## config.mk

```make
export PLATFORM = sky130hd
export DESIGN_NAME = multicycle_control
export DESIGN_NICKNAME = d
export VERILOG_FILES = /design/src/rtl/mc_pkg.sv /design/src/rtl/mc_alu_decode.sv /design/src/rtl/multicycle_control.sv
export SDC_FILE = /design/constraint.sdc
export NUM_CORES = 1
export LEC_CHECK = 0
export BUFFER_PORTS_ARGS = -buffer_cell sky130_fd_sc_hd__buf_2
export CELL_PAD_IN_SITES_DETAIL_PLACEMENT = 0
export CELL_PAD_IN_SITES_GLOBAL_PLACEMENT = 1
export CORE_MARGIN = 2
export CORE_UTILIZATION = 38
export DETAILED_ROUTE_END_ITERATION = 8
export PLACE_DENSITY = 0.81
export SETUP_SLACK_MARGIN = 0.15
export SYNTH_ARGS = -nofsm -noshare
export SYNTH_HDL_FRONTEND = slang
export SYNTH_SLANG_ARGS = --single-unit
```

## constraint.sdc

```tcl
create_clock -name clk -period 2.65 [get_ports clk]
set_input_delay 0.1325 -clock clk [delete_from_list [all_inputs] [get_ports clk]]
set_output_delay 0.1325 -clock clk [all_outputs]
set_load 0.1 [all_outputs]
```

## src/rtl/mc_pkg.sv

```systemverilog
// Shared definitions for the multi-cycle RV32-subset control path.
// Contents: FSM state encodings, opcode constants, ALU operation codes,
// ALUSrcB select codes, the per-cycle control bundle and a small helper.
package mc_pkg;

    localparam int unsigned STATE_W  = 4;
    localparam int unsigned OPCODE_W = 7;
    localparam int unsigned FUNCT_W  = 4;
    localparam int unsigned ALU_OP_W = 4;
    localparam int unsigned SRCB_W   = 2;
    localparam int unsigned WAIT_W   = 8;

    // FSM states; encodings 10-15 are unused and recover to FETCH.
    typedef enum logic [STATE_W-1:0] {
        S_FETCH    = 4'd0,
        S_DECODE   = 4'd1,
        S_MEM_ADDR = 4'd2,
        S_MEM_RD   = 4'd3,
        S_MEM_WB   = 4'd4,
        S_MEM_WR   = 4'd5,
        S_EXEC_R   = 4'd6,
        S_EXEC_I   = 4'd7,
        S_ALU_WB   = 4'd8,
        S_BRANCH   = 4'd9
    } state_t;

    // Supported RV32 opcodes (IR[6:0]).
    localparam logic [OPCODE_W-1:0] OP_R   = 7'b0110011;
    localparam logic [OPCODE_W-1:0] OP_I   = 7'b0010011;
    localparam logic [OPCODE_W-1:0] OP_LW  = 7'b0000011;
    localparam logic [OPCODE_W-1:0] OP_SW  = 7'b0100011;
    localparam logic [OPCODE_W-1:0] OP_BEQ = 7'b1100011;

    // ALU operation codes.
    localparam logic [ALU_OP_W-1:0] ALU_AND = 4'b0000;
    localparam logic [ALU_OP_W-1:0] ALU_OR  = 4'b0001;
    localparam logic [ALU_OP_W-1:0] ALU_ADD = 4'b0010;
    localparam logic [ALU_OP_W-1:0] ALU_SUB = 4'b0110;

    // ALU B-operand selects.
    localparam logic [SRCB_W-1:0] SRCB_RS2  = 2'b00;
    localparam logic [SRCB_W-1:0] SRCB_FOUR = 2'b01;
    localparam logic [SRCB_W-1:0] SRCB_IMM  = 2'b10;

    // Datapath enables and selects produced each cycle.
    typedef struct packed {
        logic              pc_write;
        logic              pc_src;
        logic              i_or_d;
        logic              mem_read;
        logic              mem_write;
        logic              ir_write;
        logic              mem_to_reg;
        logic              reg_write;
        logic              alu_src_a;
        logic [SRCB_W-1:0] alu_src_b;
    } ctl_t;

    // States that own the shared memory port and wait on mem_ready.
    function automatic logic is_mem_state(input state_t s);
        return (s == S_FETCH) || (s == S_MEM_RD) || (s == S_MEM_WR);
    endfunction

endpackage

```

## src/rtl/mc_alu_decode.sv

```systemverilog
// Combinational ALU operation decode from FSM state and {IR[30], funct3}.
// Ports:
//   i_state     current FSM state
//   i_funct     {IR[30], IR[14:12]}
//   o_operation ALU operation code
module mc_alu_decode
    import mc_pkg::*;
(
    input  logic [STATE_W-1:0]  i_state,
    input  logic [FUNCT_W-1:0]  i_funct,
    output logic [ALU_OP_W-1:0] o_operation
);

    // Address/PC arithmetic states add; unused encodings drive all-zero.
    always_comb begin
        o_operation = ALU_ADD;
        case (i_state)
            S_EXEC_R: begin
                case (i_funct)
                    4'b1000: o_operation = ALU_SUB;
                    4'b0111: o_operation = ALU_AND;
                    4'b0110: o_operation = ALU_OR;
                    default: o_operation = ALU_ADD;
                endcase
            end
            // IR[30] carries immediate bits for I-type, so only funct3 counts.
            S_EXEC_I: begin
                case (i_funct[2:0])
                    3'b111:  o_operation = ALU_AND;
                    3'b110:  o_operation = ALU_OR;
                    default: o_operation = ALU_ADD;
                endcase
            end
            S_BRANCH: o_operation = ALU_SUB;
            S_FETCH, S_DECODE, S_MEM_ADDR, S_MEM_RD,
            S_MEM_WB, S_MEM_WR, S_ALU_WB: o_operation = ALU_ADD;
            default: o_operation = ALU_OP_W'(0);
        endcase
    end

endmodule

```

## src/rtl/multicycle_control.sv

```systemverilog
// Multi-cycle control FSM for the RV32 subset (R, I-ALU, lw, sw, beq).
// Steps each instruction through FETCH/DECODE/EXECUTE/MEM/WB, drives the
// datapath enables and selects, and stalls on the memory-ready handshake
// with an optional wait timeout.
// Ports:
//   clk, reset          clock; synchronous active-high reset
//   Opcode, Funct       IR[6:0] and {IR[30], IR[14:12]}
//   Zero                ALU zero flag (branch decision)
//   mem_ready           memory completes the current access this cycle
//   PCWrite..ALUSrcB    datapath enables and mux selects
//   Operation           ALU operation code
//   state               current FSM state (debug)
//   illegal_op          pulse in DECODE on an unsupported opcode
//   mem_timeout         sticky memory-wait overflow flag
module multicycle_control
    import mc_pkg::*;
#(
    parameter logic [STATE_W-1:0] RESET_STATE = 4'd0,
    parameter logic [WAIT_W-1:0]  MEM_TIMEOUT = 8'd255
)
(
    input  logic                clk,
    input  logic                reset,
    input  logic [OPCODE_W-1:0] Opcode,
    input  logic [FUNCT_W-1:0]  Funct,
    input  logic                Zero,
    input  logic                mem_ready,
    output logic                PCWrite,
    output logic                PCSrc,
    output logic                IorD,
    output logic                MemRead,
    output logic                MemWrite,
    output logic                IRWrite,
    output logic                MemtoReg,
    output logic                RegWrite,
    output logic                ALUSrcA,
    output logic [SRCB_W-1:0]   ALUSrcB,
    output logic [ALU_OP_W-1:0] Operation,
    output logic [STATE_W-1:0]  state,
    output logic                illegal_op,
    output logic                mem_timeout
);

    state_t              r_state;
    state_t              w_next;
    logic [WAIT_W-1:0]   r_wait_cnt;
    logic                r_mem_timeout;
    logic                w_in_mem;
    logic                w_timeout;
    logic                w_illegal;
    ctl_t                w_ctl;
    ctl_t                w_out;
    logic [ALU_OP_W-1:0] w_alu_op;

    mc_alu_decode u_alu_decode (
        .i_state     (r_state),
        .i_funct     (Funct),
        .o_operation (w_alu_op)
    );

    // The counter is cleared on every state change, so it never holds
    // MEM_TIMEOUT itself: the overflow is taken on the wait cycle that
    // would bring it there.
    assign w_in_mem  = is_mem_state(r_state);
    assign w_timeout = (MEM_TIMEOUT != WAIT_W'(0)) && w_in_mem && !mem_ready &&
                       (r_wait_cnt == WAIT_W'(MEM_TIMEOUT - WAIT_W'(1)));

    // State register.
    always_ff @(posedge clk) begin
        if (reset) begin
            r_state <= state_t'(RESET_STATE);
        end else begin
            r_state <= w_next;
        end
    end

    // Wait counter (saturating) and sticky timeout flag.
    always_ff @(posedge clk) begin
        if (reset) begin
            r_wait_cnt    <= WAIT_W'(0);
            r_mem_timeout <= 1'b0;
        end else begin
            if ((r_state != w_next) || w_timeout) begin
                r_wait_cnt <= WAIT_W'(0);
            end else if (w_in_mem && !mem_ready && (r_wait_cnt != {WAIT_W{1'b1}})) begin
                r_wait_cnt <= r_wait_cnt + WAIT_W'(1);
            end
            if (w_timeout) begin
                r_mem_timeout <= 1'b1;
            end
        end
    end

    // Next-state and Moore control decode (mem_ready/Zero qualify a few enables).
    always_comb begin
        w_next    = S_FETCH;
        w_ctl     = '0;
        w_illegal = 1'b0;
        case (r_state)
            S_FETCH: begin
                w_ctl.mem_read  = 1'b1;
                w_ctl.alu_src_b = SRCB_FOUR;
                w_next          = S_FETCH;
                if (mem_ready) begin
                    w_ctl.ir_write = 1'b1;
                    w_ctl.pc_write = 1'b1;
                    w_next         = S_DECODE;
                end
            end
            // Branch target (PC + imm) is computed here into ALUOut.
            S_DECODE: begin
                w_ctl.alu_src_b = SRCB_IMM;
                case (Opcode)
                    OP_LW, OP_SW: w_next = S_MEM_ADDR;
                    OP_R:         w_next = S_EXEC_R;
                    OP_I:         w_next = S_EXEC_I;
                    OP_BEQ:       w_next = S_BRANCH;
                    default: begin
                        w_next    = S_FETCH;
                        w_illegal = 1'b1;
                    end
                endcase
            end
            S_MEM_ADDR: begin
                w_ctl.alu_src_a = 1'b1;
                w_ctl.alu_src_b = SRCB_IMM;
                if (Opcode == OP_SW) begin
                    w_next = S_MEM_WR;
                end else if (Opcode == OP_LW) begin
                    w_next = S_MEM_RD;
                end else begin
                    w_next = S_FETCH;
                end
            end
            S_MEM_RD: begin
                w_ctl.i_or_d   = 1'b1;
                w_ctl.mem_read = 1'b1;
                w_next         = mem_ready ? S_MEM_WB : S_MEM_RD;
            end
            S_MEM_WB: begin
                w_ctl.reg_write  = 1'b1;
                w_ctl.mem_to_reg = 1'b1;
                w_next           = S_FETCH;
            end
            S_MEM_WR: begin
                w_ctl.i_or_d    = 1'b1;
                w_ctl.mem_write = 1'b1;
                w_next          = mem_ready ? S_FETCH : S_MEM_WR;
            end
            S_EXEC_R: begin
                w_ctl.alu_src_a = 1'b1;
                w_ctl.alu_src_b = SRCB_RS2;
                w_next          = S_ALU_WB;
            end
            S_EXEC_I: begin
                w_ctl.alu_src_a = 1'b1;
                w_ctl.alu_src_b = SRCB_IMM;
                w_next          = S_ALU_WB;
            end
            S_ALU_WB: begin
                w_ctl.reg_write = 1'b1;
                w_next          = S_FETCH;
            end
            S_BRANCH: begin
                w_ctl.alu_src_a = 1'b1;
                w_ctl.alu_src_b = SRCB_RS2;
                w_ctl.pc_src    = 1'b1;
                w_ctl.pc_write  = Zero;
                w_next          = S_FETCH;
            end
            default: begin
                w_next = S_FETCH;
            end
        endcase
        if (w_timeout) begin
            w_next = S_FETCH;
        end
    end

    // Requests are masked while reset is held so no access outlives reset.
    always_comb begin
        w_out = reset ? ctl_t'(0) : w_ctl;
    end

    assign PCWrite     = w_out.pc_write;
    assign PCSrc       = w_out.pc_src;
    assign IorD        = w_out.i_or_d;
    assign MemRead     = w_out.mem_read;
    assign MemWrite    = w_out.mem_write;
    assign IRWrite     = w_out.ir_write;
    assign MemtoReg    = w_out.mem_to_reg;
    assign RegWrite    = w_out.reg_write;
    assign ALUSrcA     = w_out.alu_src_a;
    assign ALUSrcB     = w_out.alu_src_b;
    assign Operation   = reset ? ALU_ADD : w_alu_op;
    assign state       = r_state;
    assign illegal_op  = w_illegal & ~reset;
    assign mem_timeout = r_mem_timeout;

endmodule

```

==> flow_summary.ini <==
[clock_network]
cts-htree-levels = 1
clock_sink_count = 13
tritoncts.num_buffers = 3
post_cts.repair.setup_buffers = 0
clk-insertion-delay-late_ns = 0.29
clkSlewWorstSetupHoldPaths_ns = 0.09
post_cts_hold_buffer_count = 0
cts_resized = 0
clock-root-buffer = clkbuf_4
clk_path_buf_depth = 2
cts_tree = built

[critical_path]
worst_r2r_startpoint = state[2]$_SDFF_PP0_
critical-path-max-stage-delay_ns = 0.57
cell_type_of_the_slowest_stage_on_the_worst_timing_path = dfxtp_4
cell_family_with_the_largest_share_of_critical_path_delay = simple AND/OR/NAND/NOR gates
timing.critical_path.required_ns = 2.52
worst_setup_path_start_kind = register
worstPathArrival_ns = 2.07
reg2reg_depth = 5
crit_type = register to primary output
timing.critical_path.cells = nor2b_1 -> nand2_1 -> nor3_1 -> and4_1 -> buf_2
kind_of_end_point_of_the_critical_path = primary output
timing.reg2reg.setup_slack_ns = 0.56
path_buf_inv = 1
crit_path_max_fanout = 24
endpoint_of_the_worst_register_to_register_path = r_wait_cnt[5]$_SDFFE_PP0P_

[cells_and_area]
post-route-util = 0.485
insertedDiodeCount = 0
num-nets-final = 194
layout.cells.non_filler = 222
layout_stage_area_growth_over_the_synthesis_result_pct = 24.2
share_of_cells_above_drive_strength_1 = 0.409

[placement]
numPortBuffers = 34
place_congestion = 0.770
dpl.hpwl_um = 2420
dp_cells = 218

[power]
power_leakage_nw = 0.556
worst_voltage_drop_across_the_vdd_grid_v = 0.000202
areal_power_density_over_the_cells_nw_per_um2 = 309
total_power_w = 0.000496

[floorplan]
die-area_um2 = 3880
std_cell_rows = 21
chipHeight_um = 62.3
die_width_um = 62.3
core_region_area_um2 = 3310
initial_core_util = 0.390
io_pins = 36

[synthesis]
postSynthCellCount = 151
synth_top_cells_by_area = dfxtp_1, nor3_1, a2111oi_4
yosysTopAreaCellShare = 0.202
postSynthRegisterBits = 13
ys_types = 57
synth.avg_cell_area_um2 = 8.55
fraction_of_registers_with_async_set_or_reset_after_synthesis = 0
postSynthNetCount = 168
yosys_warnings = 0
synth.cell_area_um2 = 1290
synth_enable_flop_cells = 0
synth_top_area_cell = dfxtp_1
synth_ff_type = dfxtp_1
sequential_fraction_of_the_synthesis_area = 0.202

[sta]
fin_crit_sh = 0.833
rsz0062_at_grt = no
setup_viol = 0
slew_violations = 0
worst_clock_skew_ns = 0.00659
finalHoldWorstSlack_ns = 0.257
slew-limit-headroom = 0.648
final_hold_violating_endpoints = 0
worstMarginPinSlew_ns = 0.527
achievable_frequency_mhz = 453
final_period_minus_worst_setup_slack_ns = 2.21

[detailed_routing]
drc_errors = 0
routed-via-count = 1232
first_iter_violations = 60
first_pass_iters = 4
postRouteAntennaNets = 0
wl_per_cell_um = 15.1
vias_per_cell = 5.55
wl_final_um = 3360

[hold_path]
hold-path-endpoint = state[3]$_SDFF_PP0_
worst_hold_path_type = primary input to register
min-delay-start = reset
hold_path_stages = 2

[global_route]
grt_first_pass_wirelength_um = 5640
grt_antenna_before_repair = 0
grt_max_degree = 25
first_global_vias = 1172
grt.overflow.total = 0
grt.total_usage = 0.177

[outcome]
outcome = finished clean

[run]
cap_viol_max_count = 0
## layout by cell type, fill, tap and decap left out, types with 3 or more instances in the layout
cell type  Yosys  routed
nand3b_1       5       5
nor3_1        15      12
dfxtp_4        0       4
nand2b_1       6       6
nor4_4         0       4
a21oi_1        8       8
buf_2          6      34
nor2_1        11       9
xor2_1         3       3
inv_1          4       4
clkbuf_4       0       3
nand2_1        6       6
nand3_1        4       4
xnor2_1        3       3
dfxtp_1       13       9
## registers in the layout, indices dropped and copies added, names as in the netlist
signal       flops
mem_timeout      1
r_wait_cnt       8
state            4
## power breakdown
part	switching, W	total, W	internal (W)
Clock	0.0000734	0.000132	0.0000585
Combinational	0.000110	0.000160	0.0000492
Sequential	0.00000968	0.000205	0.000195
Total	0.000193	0.000496	0.000303
## worst reg2reg max path, stage by stage (launching register included)
cell and delay (ns):
dfxtp_4 0.50, or2_1 0.49, a2111oi_2 0.11, nor3_2 0.31, mux2i_4 0.45, nor3_1 0.11
## area by class of cell
type / instances / area, um2
Clock buffer: 4 / 26.3
Fill cell: 345 / 1710
Inverter: 4 / 15.0
Multi-Input combinational cell: 121 / 1060
Sequential cell: 13 / 275
Tap cell: 46 / 57.6
Timing Repair Buffer: 34 / 170
## how the worst max path moves through the flow
| stage | from | end | slack (ns) | cells after the start |
|---|---|---|---|---|
| after floorplan | state[2]$_SDFF_PP0_ | PCWrite | -0.18 | 5 |
| after global placement | state[1]$_SDFF_PP0_ | r_wait_cnt[1]$_SDFFE_PP0P_ | 0.57 | 5 |
| after detailed placement | state[1]$_SDFF_PP0_ | r_wait_cnt[1]$_SDFFE_PP0P_ | 0.51 | 5 |
| after CTS | state[1]$_SDFF_PP0_ | Operation[0] | 0.27 | 5 |
| after global routing | state[2]$_SDFF_PP0_ | PCWrite | 0.33 | 5 |
| final | state[1]$_SDFF_PP0_ | Operation[0] | 0.44 | 5 |
## logic make-up after synthesis
| logic type | share of synthesized area |
|---|---|
| DFF | 0.202 |
| AOI/OAI and AO/OA | 0.210 |
| xor gates and xnor gates | 0.0659 |
| buffers and inverters | 0.0669 |
| other | 0.00290 |
| and+or+nand+nor | 0.408 |
| adders and majority gates | 0.0194 |
| muxes | 0.0252 |
## synthesized netlist by cell type (3+ instances only)
library cell  number
inv_1              4
xor2_1             3
nor4_1             4
nand2_1            6
xnor2_1            3
buf_2              6
nor2_1            11
clkbuf_1           4
nor3_1            15
and2_1             3
a21oi_1            8
dfxtp_1           13
nand3_1            4
nand3b_1           5
nand2b_1           6
## routing by layer
metal,vias to the layer above,wire length (um),GRT usage,part of all wire
li1,611,-,-,-
met5,-,0,0,0
met2,28,1640,0.280,0.49
met4,0,42,0.0694,0.013
met1,588,1510,0.235,0.45
met3,5,165,0.0399,0.049
## per-stage QoR
step | setup TNS [ns] | instance area, um2 | setup slack (ns)
final | 0 | 1600 | 0.443
after CTS | 0 | 1600 | 0.270
after global routing | 0 | 1600 | 0.326
after floorplan | -0.179 | 1440 | -0.179
after global placement | 0 | 1580 | 0.568
after detailed placement | 0 | 1580 | 0.511
Note: power is estimated with default switching activity, not from simulation.
